===== config.mk =====
export PLATFORM = sky130hd
export DESIGN_NAME = counter_sched
export DESIGN_NICKNAME = d
export VERILOG_FILES = /design/src/rtl/counter_sched.sv
export SDC_FILE = /design/constraint.sdc
export NUM_CORES = 1
export LEC_CHECK = 0
export CORE_ASPECT_RATIO = 0.5
export CORE_MARGIN = 2
export CORE_UTILIZATION = 52
export CTS_CLUSTER_SIZE = 16
export DETAILED_ROUTE_END_ITERATION = 8
export GPL_TIMING_DRIVEN = 0
export PLACE_DENSITY = 0.84
export SLEW_MARGIN = 20
export SYNTH_ARGS = -nofsm -noshare
export SYNTH_HDL_FRONTEND = slang
export SYNTH_SLANG_ARGS = --single-unit
export TNS_END_PERCENT = 100

===== constraint.sdc =====
create_clock -name clk -period 3.6 [get_ports clk]
set_input_delay 0.72 -clock clk [delete_from_list [all_inputs] [get_ports clk]]
set_output_delay 0.72 -clock clk [all_outputs]
set_load 0.05 [all_outputs]

===== src/rtl/counter_sched.sv =====
// Round-robin scheduler owning one WIDTH-bit up-counter shared by N requesters.
// Handshake: req is a level held by a requester until it sees done or aborted; grant shows the owner.
module counter_sched #(
    parameter int WIDTH = 8,
    parameter int N     = 4
) (
    input  logic               clk,
    input  logic               reset,
    input  logic [N-1:0]       req,
    input  logic [N*WIDTH-1:0] len,
    output logic [N-1:0]       grant,
    output logic               busy,
    output logic               cnt_en,
    output logic [WIDTH-1:0]   count,
    output logic [N-1:0]       done,
    output logic [N-1:0]       aborted,
    output logic [1:0]         state_dbg
);

    localparam int PW = (N > 1) ? $clog2(N) : 1;

    typedef enum logic [1:0] {
        IDLE = 2'd0,
        RUN  = 2'd1,
        DONE = 2'd2
    } state_e;

    state_e           state_q, state_d;
    logic [N-1:0]     grant_q, grant_d;
    logic [WIDTH-1:0] count_q, count_d;
    logic [WIDTH-1:0] tc_q, tc_d;
    logic [PW-1:0]    ptr_q, ptr_d;
    logic [PW-1:0]    owner_q, owner_d;
    logic [N-1:0]     done_q, done_d;
    logic [N-1:0]     aborted_q, aborted_d;

    logic             win_found;
    logic [PW-1:0]    win_idx;
    logic [WIDTH-1:0] win_len;

    // Search upward from ptr+1 so the last owner is considered last.
    always_comb begin
        win_found = 1'b0;
        win_idx   = '0;
        win_len   = '0;
        for (int i = 0; i < N; i++) begin
            if (!win_found && req[(int'(ptr_q) + 1 + i) % N]) begin
                win_found = 1'b1;
                win_idx   = PW'((int'(ptr_q) + 1 + i) % N);
                win_len   = len[((int'(ptr_q) + 1 + i) % N) * WIDTH +: WIDTH];
            end
        end
    end

    always_comb begin
        state_d   = state_q;
        grant_d   = grant_q;
        count_d   = count_q;
        tc_d      = tc_q;
        ptr_d     = ptr_q;
        owner_d   = owner_q;
        done_d    = '0;
        aborted_d = '0;
        case (state_q)
            IDLE: begin
                count_d = '0;
                grant_d = '0;
                if (win_found) begin
                    owner_d = win_idx;
                    tc_d    = win_len;
                    grant_d = N'(1) << win_idx;
                    if (win_len != '0) begin
                        state_d = RUN;
                    end else begin
                        state_d = DONE;
                        done_d  = N'(1) << win_idx;
                    end
                end
            end
            RUN: begin
                // A dropped request wins over a terminal count in the same cycle.
                if (!req[owner_q]) begin
                    state_d   = IDLE;
                    grant_d   = '0;
                    count_d   = '0;
                    ptr_d     = owner_q;
                    aborted_d = grant_q;
                end else if (count_q == tc_q - WIDTH'(1)) begin
                    state_d = DONE;
                    count_d = tc_q;
                    done_d  = grant_q;
                end else begin
                    count_d = count_q + WIDTH'(1);
                end
            end
            DONE: begin
                state_d = IDLE;
                grant_d = '0;
                count_d = '0;
                ptr_d   = owner_q;
            end
            default: begin
                state_d = IDLE;
                grant_d = '0;
                count_d = '0;
            end
        endcase
    end

    always_ff @(posedge clk or negedge reset) begin
        if (!reset) begin
            state_q   <= IDLE;
            grant_q   <= '0;
            count_q   <= '0;
            tc_q      <= '0;
            ptr_q     <= PW'(N - 1);
            owner_q   <= '0;
            done_q    <= '0;
            aborted_q <= '0;
        end else begin
            state_q   <= state_d;
            grant_q   <= grant_d;
            count_q   <= count_d;
            tc_q      <= tc_d;
            ptr_q     <= ptr_d;
            owner_q   <= owner_d;
            done_q    <= done_d;
            aborted_q <= aborted_d;
        end
    end

    assign grant     = grant_q;
    assign busy      = (state_q != IDLE);
    assign cnt_en    = (state_q == RUN);
    assign count     = count_q;
    assign done      = done_q;
    assign aborted   = aborted_q;
    assign state_dbg = state_q;

endmodule

# After elaboration in Yosys (flattened, before gate mapping)

Cells that the tools add are included.

RAM bits: 0
Register bits after elaboration: 34
Memories kept: 0
ROM bits: 0
Bits in latches: 0

Divide/modulo/power cells: 0
Magnitude comparators: 5
Bitwise gates (word level): 4
Multiplexer cells: 46
Multiply operators: 0
Eq/ne operators: 6
Shift operators: 5
Reductions and logical operators: 17
$add $sub $neg: 6

Operator list:

| operator            | count |
|---|---|
| $shiftx 32x6->8     | 4 |
| $mux 8              | 7 |
| $mux 4              | 8 |
| $mux 2              | 9 |
| $lt 3x4->1 const B  | 4 |
| $pmux 4 s2          | 2 |
| $mux 1              | 13 |
| $bmux 1 s2          | 5 |
| $add 8x1->8 const B | 1 |
| $eq 8x8->1          | 1 |
| $pmux 2 s2          | 2 |
| $reduce_bool 8->1   | 1 |
| $reduce_or 2->1     | 4 |
| $sub 8x1->8 const B | 1 |
| $reduce_and 2->1    | 3 |
| $add 2x1->2 const B | 2 |
| $add 2x2->2 const B | 2 |
| $and 1x1->1 const A | 4 |
| $ne 2x2->1 const B  | 2 |
| $reduce_bool 2->1   | 2 |
| $shl 1x2->4 const A | 1 |
| $logic_and 1x1->1   | 3 |
| $logic_not 1->1     | 3 |
| $lt 2x3->1 const B  | 1 |
| other kinds (4)     | 4 |

# Logic depth before layout (Yosys ltp)

Gate-level depths: netlist (run 1).

Depth in word-level cells: 20
Gate-level depth with buffers: 10
Depth with buffers taken out: 8

# Least setup slack after synthesis (run 1)

Ideal clock, no wire load.

Path kind: input to register
From: input req[2]
To: register done_q[0], in the netlist done[0]
Stages: 7
Slack: 953 ps
Data arrival time: 2,546 ps
Cell sequence: buf_2 -> mux4_2 -> nand2_1 -> o221a_1 -> a31oi_1 -> or4_4 -> o32ai_1

Word-level cells in the longest chain between the ends: 17

Ends and longest elaborated chain:

| what                                                    | line   | RTL |
|---|---|---|
| start, declared                                         | 9      | `input logic [N-1:0] req,` |
| $bmux 1 s2                                              | 47     | `if (!win_found && req[(int'(ptr_q) + 1 + i) % N]) begin` |
| $mux 1 (not written as such) (2 in series)              | 47     |  |
| $mux 1                                                  | 47     |  |
| $logic_not 1->1                                         | 47     |  |
| $logic_and 1x1->1                                       | 47     |  |
| $mux 1                                                  | 47     |  |
| $logic_not 1->1                                         | 47     |  |
| $logic_and 1x1->1                                       | 47     |  |
| $mux 1                                                  | 47     |  |
| $logic_not 1->1                                         | 47     |  |
| $logic_and 1x1->1                                       | 47     |  |
| $mux 8 / $mux 2 (equally long branches)                 | 47     |  |
| $reduce_bool 8->1 / $shl 1x2->4 (equally long branches) | 72, 76 |  |
| $mux 4                                                  | 72     | `if (win_len != '0) begin` |
| $mux 4                                                  | 68     | `if (win_found) begin` |
| $pmux 4 s2 *                                            | 64     | `case (state_q)` |
| via done_d[0]                                           | 34     | `logic [N-1:0] done_q, done_d;` |
| end signal, assigned                                    | 127    | `done_q <= done_d;` |
| end, declared                                           | 34     |  |

The timed path passes the listed nets; every way through them passes the cells marked *. The select of a mux whose other input is x is not followed.
A chain may end at the register's enable or synchronous reset.

# Worst setup path after layout (run 1)

From: input req[2]
To: register done_q[2], in the netlist done[2]

Same word-level chain as after synthesis.

==> results.cfg, run 1 <==
[critical_path]
path_max_fanout = 10
cp.arrival_ns = 3.38
critPathLaunchType = input port
required_ns = 3.74
crit_chain = clkdlybuf4s50_1 > buf_2 > or4bb_1 > a21oi_1 > o22ai_1 > a31oi_1 > or4_4 > o32ai_1
cp_slowest_cell = a21oi_1
crit_type = in2reg
worst_path_largest_cell_delay_ns = 0.57
crit_path_end_kind = flop

[clock_network]
root_buffer = clkbuf_16
cts_tree = done
cts_sinks = 34
clockBufferDepth = 2
ctsResizeCount = 0
clk_pin_slew_ns = 0.06
post_cts_buffers = 0
cts_buffers = 5
clk_latency_ns = 0.28
h-tree-depth = 2
postCtsHoldBufs = 0

[sta]
skew_ns = 0.00775
hold_violations = 0
fin_hold_ws_ns = 0.485
max_freq_ghz = 0.309
setup_viol = 0
grt_setup_unrepaired = false
tightest_slew_ns = 0.812
final_max_slew_viol_count = 0
setup_tns_ns = 0
relSlewSlack_pct = 45.9
min_period_ns = 3.23
fin_ws_ns = 0.366
period_share_pct = 89.8

[detailed_routing]
firstDrtPassIters = 4
routedWlPerCell_um = 17.0
via_per_inst = 6.13
routed_wl_um = 7770
drc = 0
final_antenna_net_count = 0
drtIter0Drc = 235
vias = 2794

[die]
core_um2 = 5490
initial_core_util_pct = 54.0
rows = 19
io-pin-count = 62
die_area_um2 = 6360
die_width_um = 111
die_h_um = 57.4

[logic_synthesis]
yosysUniqueCellTypes = 58
synth_top_area_cell = dfrtp_1
syn-instance-count = 314
synth_flop_cell = dfrtp_1
yosys_warnings = 0
ys_seq_elements = 34
synth-edff-count = 0
synthTopCellsByArea = dfrtp_1 27%, mux2i_1 14%, mux4_2 7.6%, nand2_1 4.8%, o221a_2 3.0%
ys_async_sr_fraction_pct = 100
netlist_area_um2 = 2970
avgSynthCellArea_um2 = 9.45
synth_top_area_share_pct = 27.0
ys_seq_area_share_pct = 28.8
syn_nets = 354

[place]
gp_congestion = 0.931
placed_cell_area_um2 = 3660
place_ws_ns = 0.0919
dp_hpwl_um = 5760
numPortBuffers = 61
dp_cells = 448

[finish]
finalNetCount = 422
final_common_cell = clkdlybuf4s50_1
drive_gt1_share_pct = 15.4
areaGrowthSynthToFinish_pct = 28.6
final_cells = 456
final_area_um2 = 3820
fin_util_pct = 69.5
final_cell_mix = 60 x clkdlybuf4s50_1, 42 x mux2i_1, 38 x nand2_1, 32 x dfrtp_1, 22 x nor2_1
fill_cells = 426
diodes = 0

[global_route]
gr-total-overflow = 0
grt_antenna_before_repair = 0
grt_pass1_vias = 2714
grt_max_degree = 35
grt_pass1_wl_um = 13200
grt_use_total_pct = 25.5

[flow_run]
drv_cap = 0

[power_and_ir_drop]
irDropWorstVdd_mv = 0.427
power.density_nw_per_um2 = 798
cellLeakagePower_nw = 1.57
power_mw = 3.05

[min_path]
hold_path_class = in2async

[status]
status = finished clean
[power by group]
part           switching [mW]  internal [mW]  total [mW]
sequential              0.113          0.508       0.621
combinational            1.17          0.827        2.00
clock                   0.157          0.273       0.431
total                    1.44           1.61        3.05
[synth_stat cells (5+ instances only)]
library cell / number
mux2i_1: 42
nand2_1: 38
dfrtp_1: 32
nor2_1: 22
o21ai_0: 15
a21oi_1: 11
mux4_2: 10
inv_1: 9
buf_2: 8
o221a_2: 8
xor2_1: 8
clkbuf_1: 6
mux2_2: 6
buf_6: 5
nand2b_1: 5
nand3_1: 5
o211ai_1: 5
xnor2_1: 5
[cells by family after synthesis]
| kind of cell | synth area share (%) |
|---|---|
| buf+inv | 5.90 |
| mux | 24.0 |
| flops | 28.8 |
| xor+xnor | 3.84 |
| simple gates | 18.0 |
| fa+ha+maj | 0.843 |
| compound gates | 18.6 |
[critical path, delay by kind of cell]
family	cells	cell delay (ns)
AND/OR/NAND/NOR	2	0.78
buffers and inverters	2	0.62
AO/OA/AOI/OAI	4	1.26
[sequential cells by signal, indices dropped and copies added, names as in the netlist]
register / flops
aborted: 4
count: 8
done: 4
grant: 4
owner_q: 2
ptr_q: 2
state_dbg: 2
tc_q: 8
[path summary, 6_finish.rpt]
check | to | start | cells after the start | slack [ns]
worst max-delay path | done[2]$_DFF_PN0_ | req[2] | 8 | 0.37
worst min-delay path | state_dbg[1]$_DFFE_PN0P_ | reset | 1 | 0.48
worst max register to register | done[2]$_DFF_PN0_ | ptr_q[1]$_DFFE_PN1P_ | 10 | 0.66
worst min register to register | tc_q[7]$_DFFE_PN0P_ | tc_q[7]$_DFFE_PN0P_ | 2 | 0.54
max in group asynchronous | count[2]$_DFF_PN0_ | reset | 1 | 2.65
min in group clk | tc_q[7]$_DFFE_PN0P_ | tc_q[7]$_DFFE_PN0P_ | 2 | 0.54
[layer usage]
layer  wire length, µm  GRT usage [%]  part of all wire (%)  vias up
li1                  -              -                     -     1327
met1              3470           34.6                    45     1340
met2              3670           43.5                    47      116
met3               510           2.98                   6.6       11
met4               109           9.11                   1.4        0
met5                 0              0                     0        -
[layout make-up]
type                    instances  area [µm²]  share of cell area [%]
inverters                       9        33.8                   0.885
multi-input cells             250        1940                    50.8
clock inverters                 2        12.5                   0.328
repair buffers                 61         606                    15.9
well taps                      73        91.3                    2.39
flip-flops and latches         34         853                    22.4
plain buffers                  21         141                    3.70
clock buffers                   6         139                    3.64
No activity file was read; power rests on OpenSTA's default activity.
==> run 2, diff against run 1 <==
CORE_MARGIN = not set   (was 2)
CTS_BUF_LIST = sky130_fd_sc_hd__clkbuf_16   (was not set)
GPL_TIMING_DRIVEN = not set   (was 0)
==> results.cfg, run 2 (synthesis results as in run 1) <==
[global_route]
grt_pass1_vias = 2591
grt_pass1_wl_um = 12600
grt_use_total_pct = 26.6
grt_max_degree = 29
grt_antenna_before_repair = 0
gr-total-overflow = 0

[sta]
period_share_pct = 90.1
tightest_slew_ns = 0.703
max_freq_ghz = 0.308
hold_violations = 0
fin_ws_ns = 0.357
final_max_slew_viol_count = 0
min_period_ns = 3.24
skew_ns = 0.00672
grt_setup_unrepaired = false
setup_tns_ns = 0
setup_viol = 0
relSlewSlack_pct = 53.0

[place]
placed_cell_area_um2 = 3610
dp_hpwl_um = 5430
place_ws_ns = 0.158
numPortBuffers = 61
gp_congestion = 0.910

[detailed_routing]
routed_wl_um = 7610
vias = 2801
via_per_inst = 6.31
drc = 0
routedWlPerCell_um = 17.1
drtIter0Drc = 196
final_antenna_net_count = 0
firstDrtPassIters = 6

[power_and_ir_drop]
power.density_nw_per_um2 = 792
p_int_mw = 1.56
combPwrFrac_pct = 63.1
pwr-share-seq_pct = 23.4
irDropWorstVdd_mv = 0.461
cellLeakagePower_nw = 1.54
power_switching_share_pct = 47.5
switching_power_mw = 1.41
clockPowerShare_pct = 13.4

[critical_path]
worst_path_largest_cell_delay_ns = 0.69
required_ns = 3.76
crit_type = in2reg
cp_slowest_cell = clkdlybuf4s50_1
critPathLaunchType = input port
cp.arrival_ns = 3.40
path_max_fanout = 12
crit_chain = clkdlybuf4s50_1 > and3b_1 > o21ai_1 > and2_1 > a31oi_1 > or4_4 > o32ai_1
crit_buf_inv = 1
crit_family = simple AND/OR/NAND/NOR gates
crit_path_end_kind = flop

[finish]
areaGrowthSynthToFinish_pct = 26.2
fill_cells = 425
finalNetCount = 410
drive_gt1_share_pct = 13.5
final_area_um2 = 3750
fin_util_pct = 68.2
final_common_cell = clkdlybuf4s50_1
final_cell_mix = 61 x clkdlybuf4s50_1, 42 x mux2i_1, 38 x nand2_1, 32 x dfrtp_1, 22 x nor2_1
diodes = 0

[die]
core_um2 = 5490
die_area_um2 = 6030
rows = 19
die_h_um = 55.4
io-pin-count = 62
die_width_um = 109
initial_core_util_pct = 54.0

[status]
status = finished clean

[clock_network]
cts_sinks = 34
cts_buffers = 5
cts_tree = done
postCtsHoldBufs = 0
post_cts_buffers = 0
clockBufferDepth = 2
clk_latency_ns = 0.28
root_buffer = clkbuf_16
clk_pin_slew_ns = 0.05
h-tree-depth = 2
ctsResizeCount = 0

[min_path]
hold_path_class = reg2reg

[flow_run]
drv_cap = 0
## run 2: cell type report
cell class              instances  area [µm²]  share of cell area [%]
repair buffers                 70         691                    18.4
flip-flops and latches         34         853                    22.8
clock buffers                   5         125                    3.34
multi-input cells             250        1940                    51.8
clock inverters                 3        12.5                   0.334
well taps                      73        91.3                    2.44
inverters                       9        33.8                   0.902
## run 2: routing by layer
metal	vias to the layer above	global-route usage, %	wire length (µm)
met2	121	41.6	3520
met3	21	4.13	430
met4	0	7.53	120
met1	1361	38.3	3540
met5	-	0	0
li1	1298	-	-
## run 2: through the flow
step                      total power, mW  hold WS [ns]  cells
after floorplan                      2.08         0.424    314
after detailed placement             2.51         0.529    436
after global routing                 3.14         0.568    444
final                                2.97         0.545    444
after global placement               2.46         0.515    436
after CTS                            2.94         0.537    444
## run 2: power groups by stage
stage	clock network (mW)	logic, mW	registers [mW]
2_1_floorplan	0	1.30	0.778
3_3_place_gp	0	1.78	0.681
3_5_place_dp	0	1.82	0.689
4_1_cts	0.401	1.85	0.689
5_1_grt	0.421	2.01	0.714
6_report	0.398	1.87	0.695
## run 2: path summary, 6_finish.rpt
| path | startpoint | endpoint | slack, ns | cells past startpoint |
|---|---|---|---|---|
| worst max-delay path | req[2] | done[0]$_DFF_PN0_ | 0.36 | 7 |
| worst min-delay path | owner_q[0]$_DFFE_PN0P_ | owner_q[0]$_DFFE_PN0P_ | 0.54 | 2 |
| worst max register to register | ptr_q[0]$_DFFE_PN1P_ | done[0]$_DFF_PN0_ | 0.56 | 6 |
| worst min register to register | owner_q[0]$_DFFE_PN0P_ | owner_q[0]$_DFFE_PN0P_ | 0.54 | 2 |
| max in group asynchronous | reset | aborted[3]$_DFF_PN0_ | 2.02 | 2 |
| min in group asynchronous | reset | tc_q[2]$_DFFE_PN0P_ | 0.87 | 1 |
## run 2: worst min-delay path, stage by stage (launching register included)
cell and delay, ns:
dfrtp_1 0.38, nand2_1 0.06, o21ai_0 0.06
==> patch 1, RTL diff (settings of run 1) <==
Take the reset off `tc_q` and load it in a clocked block of its own.
--- a/src/rtl/counter_sched.sv
+++ b/src/rtl/counter_sched.sv
@@ -112,7 +112,6 @@
             state_q   <= IDLE;
             grant_q   <= '0;
             count_q   <= '0;
-            tc_q      <= '0;
             ptr_q     <= PW'(N - 1);
             owner_q   <= '0;
             done_q    <= '0;
@@ -121,12 +120,15 @@
             state_q   <= state_d;
             grant_q   <= grant_d;
             count_q   <= count_d;
-            tc_q      <= tc_d;
             ptr_q     <= ptr_d;
             owner_q   <= owner_d;
             done_q    <= done_d;
             aborted_q <= aborted_d;
         end
+    end
+
+    always_ff @(posedge clk) begin
+        tc_q <= tc_d;
     end
 
     assign grant     = grant_q;
Check against the original RTL: not settled (the Yosys comparison gave no result); the edit may change what the design does.
==> patch 1 against run 1 <==
  * Total power is 3.7% lower
  * Worst setup slack worse by 0.023 ns
  * Critical path depth is 1 higher
  * Wire length is 13% higher
  * Synthesized area is 1.4% higher
  * Final area is 1.2% higher
  * Sequential cell count stayed put
  * First-iteration DRC count is 28% higher
  * Largest power group unchanged
  * Highest routed layer unchanged
==> patch 1: results (changes against run 1) <==
pwr:
  p_leak_nw: 1.51  # was 1.57 nW
  internal-power_mw: 1.59  # was 1.61 mW
  power_frac_clock_pct: 14.7  # was 14.1%
  ir_drop_uv: 613  # was 427 µV
  clock_power_uw: 431  # about the same
  p_comb_share_pct: 61.7  # was 65.5%
cells_and_area:
  drive_gt1_share_pct: 16.8  # was 15.4%
  multi_input_area_um2: 1980  # was 1940 µm²
  fill_cells: 423  # was 426
  fin_cells: 454  # was 456
  fin_nets: 420  # was 422
placement:
  portBuffers: 61  # unchanged
  hpwl_mm: 6.30  # was 5.76 mm
  place_congestion: 0.908  # was 0.931
  pre_cts_ws_ns: -0.0847  # was 0.0919 ns
  placed_area_um2: 3710  # was 3660 µm²
yosys:
  synth_nets: 352  # was 354
  synthArstFlopShare_pct: 76.5  # was 100%
  synthTopCellsByArea: "dfrtp_1 (20%), edfxtp_1 (8.0%), mux2i_1 (6.3%), mux2_2 (6.0%), mux4_2 (6.0%)"  # was dfrtp_1 (27%), mux2i_1 (14%), mux4_2 (7.6%), nand2_1 (4.8%), o221a_2 (3.0%)
  ys_top_cells_by_count: "dfrtp_1 (24), nor2_1 (22), nand2_1 (20), mux2i_1 (19)"  # was mux2i_1 (42), nand2_1 (38), dfrtp_1 (32), nor2_1 (22), o21ai_0 (15)
  ys_types: 65  # was 58
  synth-edff-count: 8  # was 0
  synth_cells: 312  # was 314
  synth_seq_area_share_pct: 29.7  # was 28.8%
route:
  vias_per_cell: 6.55  # was 6.13
  avgRoutedWirePerCell_um: 19.3  # was 17.0 µm
  drt-initial-drc-count: 301  # was 235
  drt-pass1-iter-count: 6  # was 4
global_route:
  grt_max_degree: 27  # was 35
  grt_pass1_vias: 2780  # was 2714
  grt_pass1_wl_mm: 13.9  # was 13.2 mm
  grt_usage_pct: 27.2  # was 25.5%
cts:
  htreeDepth: 2  # unchanged
  clock_latency_ns: 0.28  # about the same
  clock_path_buffers: 2  # unchanged
worst_setup_path:
  rr_endpoint: "done[1]"  # was done[2]
  cp.arrival_ns: 3.45  # was 3.38 ns
  cp_slowest_stage_delay_ns: 0.65  # was 0.57 ns
  endpoint: "done[1]"  # was done[2]
  crit_start: "req[1]"  # was req[2]
  ff2ff_setup_slack_ns: 0.77  # was 0.66 ns
  crit_slowest_cell: "clkdlybuf4s50_1"  # was a21oi_1
  path_delay_family: "buffers and inverters"  # was compound AO/OA/AOI/OAI gates
  r2r_cells: 9  # was 10
status:
  status: "finished clean"  # unchanged
sta:
  relSlewSlack_pct: 29.0  # was 45.9%
  period_needed_ns: 3.26  # was 3.23 ns
  clock_skew_ns: 0.00726  # was 0.00775 ns
patch 1: cell count changes in the layout (fill, tap and decap cells not counted), moves of 7 or more:
| cell | change |
|---|---|
| mux2i_1 | -23 |
| edfxtp_1 | +8 |
| dfrtp_1 | -8 |
| mux2_2 | +10 |
| nand2_1 | -18 |
| o221a_2 | -7 |
| o21ai_0 | -11 |
| nand4_1 | +7 |
patch 1: worst min-delay path by stage:
stage	endpoint	start	cells after the start	slack (ns)
global route	owner_q[1]	reset	1	0.48
finish	owner_q[1]	reset	1	0.43
floorplan	aborted[0]	reset	0	0.42
detailed placement	grant[0]	grant[0]	1	0.52
global placement	grant[0]	grant[0]	1	0.51
CTS	grant[0]	grant[0]	1	0.53
patch 1: routing by layer:
layer / up-vias / GRT usage, % / share of wire [%] / routed length (µm)
li1: 1342 / - / - / -
met1: 1459 / 37.3 / 44 / 3890
met2: 153 / 45.3 / 46 / 4050
met3: 21 / 4.39 / 7.7 / 680
met4: 0 / 8.64 / 1.9 / 165
met5: - / 0 / 0 / 0
patch 1: final cells by class:
class | count | area share, %
clock inverters | 2 | 0.324
flip-flops and latches | 34 | 23.1
multi-input cells | 251 | 51.3
clock buffers | 6 | 3.60
well taps | 73 | 2.36
plain buffers | 20 | 2.88
repair buffers | 61 | 15.7
inverters | 7 | 0.680
patch 1: worst register-to-register path: stages, from the launching register on:
cell and delay (ns):
dfstp_2 0.57, buf_6 0.17, or3_1 0.11, buf_1 0.47, a21oi_1 0.10, a2111oi_0 0.38, nand4_1 0.28, nor3_2 0.24
nand4_1 0.20, o2bb2ai_1 0.22
patch 1: kinds of logic after synthesis:
kind of cell	count (synthesis)	share of synthesized area, %
fa+ha+maj	2	0.831
buf+inv	27	4.57
xor+xnor	17	4.95
simple gates	114	22.9
compound gates	74	18.5
flops	34	29.7
mux	44	18.7
==> patch 2, RTL diff (settings of run 1) <==
Without the edit above. Set the parameter `WIDTH` to 9 (it was 8).
--- a/src/rtl/counter_sched.sv
+++ b/src/rtl/counter_sched.sv
@@ -1,7 +1,7 @@
 // Round-robin scheduler owning one WIDTH-bit up-counter shared by N requesters.
 // Handshake: req is a level held by a requester until it sees done or aborted; grant shows the owner.
 module counter_sched #(
-    parameter int WIDTH = 8,
+    parameter int WIDTH = 9,
     parameter int N     = 4
 ) (
     input  logic               clk,
Interface: changed (resized count and len); port bits go from 62 to 67. No check against the original RTL was run, so the function may have changed too.
==> patch 2 against run 1 <==
  * Sequential cell count rose by 2
  * Worst setup slack worse by 0.26 ns
  * Clock power up 0.9%
  * Synthesized area rose by 10%
  * Count of clock-buffer cells in the layout stayed put
  * Total power is 1.1% higher
  * Wire length grew 29%
  * Final area increased by 11%
  * Critical path depth rose by 1
  * Highest routed layer unchanged
==> patch 2: results (changes against run 1) <==
status:
  status: "finished clean"  # unchanged
placement:
  hpwl_mm: 7.36  # was 5.76 mm
  placed_area_um2: 4060  # was 3660 µm²
  place_congestion: 0.956  # was 0.931
  pre_cts_ws_ns: -0.568  # was 0.0919 ns
  portBuffers: 66  # was 61
  place_inst: 521  # was 448
worst_setup_path:
  cp_slowest_stage_delay_ns: 0.52  # was 0.57 ns
  r2r_cells: 8  # was 10
  ff2ff_setup_slack_ns: 0.38  # was 0.66 ns
  regToRegStartpoint: "ptr_q[0]"  # was ptr_q[1]
  rr_endpoint: "state_dbg[0]"  # was done[2]
  path_delay_family: "buffers and inverters"  # was compound AO/OA/AOI/OAI gates
  crit_start: "req[0]"  # was req[2]
  cp.arrival_ns: 3.64  # was 3.38 ns
  crit_slowest_cell: "clkdlybuf4s50_1"  # was a21oi_1
yosys:
  synthTopCellsByArea: "dfrtp_1 (26%), mux4_2 (6.9%), mux2i_1 (6.7%), nand2_1 (3.8%), nor2_1 (3.1%)"  # was dfrtp_1 (27%), mux2i_1 (14%), mux4_2 (7.6%), nand2_1 (4.8%), o221a_2 (3.0%)
  ys_top_cells_by_count: "dfrtp_1 (34), nand2_1 (33), nor2_1 (27), mux2i_1 (22), o21ai_0 (19)"  # was mux2i_1 (42), nand2_1 (38), dfrtp_1 (32), nor2_1 (22), o21ai_0 (15)
  avgSynthCellArea_um2: 8.92  # was 9.45 µm²
  synth_cells: 366  # was 314
  ys_types: 69  # was 58
cells_and_area:
  drive_gt1_share_pct: 11.3  # was 15.4%
  clock_buffers: 6  # unchanged
  n_all_inverters: 11  # was 9
  multi_input_cells: 295  # was 250
  fin_nets: 484  # was 422
  final-clk-cell-share_pct: 3.59  # was 3.97%
  buf_share_pct: 19.5  # was 19.6%
  seq_cells: 36  # was 34
  fill_cells: 501  # was 426
  sh_seq_area_pct: 21.3  # was 22.4%
sta:
  fmaxAchievable_ghz: 0.286  # was 0.309 GHz
  relSlewSlack_pct: 49.8  # was 45.9%
route:
  routed-wl-met2_mm: 4.50  # was 3.67 mm
  dr_wl_met3_um: 816  # was 510 µm
  wl_met1_mm: 4.54  # was 3.47 mm
  drt-total-wl_mm: 9.98  # was 7.77 mm
  vias_per_cell: 6.37  # was 6.13
  drt-initial-drc-count: 333  # was 235
  drt-pass1-iter-count: 5  # was 4
  vias: 3368  # was 2794
pwr:
  seqPwrFrac_pct: 22.6  # was 20.4%
  p_sw_mw: 1.49  # was 1.44 mW
  p_comb_mw: 1.95  # was 2.00 mW
  p_leak_nw: 1.72  # was 1.57 nW
  total_power_mw: 3.08  # was 3.05 mW
  ir_drop_uv: 385  # was 427 µV
global_route:
  grt_max_degree: 22  # was 35
  met2_usage_pct: 48.0  # was 43.5%
  use_met1_pct: 41.5  # was 34.6%
  grt_usage_pct: 29.2  # was 25.5%
  grt_pass1_wl_mm: 15.8  # was 13.2 mm
cts:
  ctsResizeCount: 2  # was 0
==> patch 2: cell count changes in the layout (fill, tap and decap cells not counted), moves of 6 or more <==
cell,before,now
a211oi_1,1,10
mux2i_1,42,22
nor2b_1,2,10
o211ai_1,5,11
o221a_2,8,0
xnor2_1,5,11
==> patch 2: cells by family (layout without fill, tap and decap cells) <==
family | after synthesis | in the layout | synth area share, %
xor gates and xnor gates | 19 | 19 | 5.10
buffers and inverters | 35 | 110 | 5.67
muxes | 35 | 35 | 15.1
DFF | 36 | 36 | 27.7
adders and majority gates | 2 | 2 | 0.766
and+or+nand+nor | 132 | 132 | 22.1
AOI/OAI and AO/OA | 107 | 107 | 23.6
==> patch 2: metrics by stage <==
stage | hold WS, ns | utilization (%)
2_1_floorplan | 0.424 | -
3_3_place_gp | 0.505 | 66.7
4_1_cts | 0.367 | 69.6
3_5_place_dp | 0.510 | 67.0
5_1_grt | 0.375 | 70.2
6_report | 0.354 | 70.2
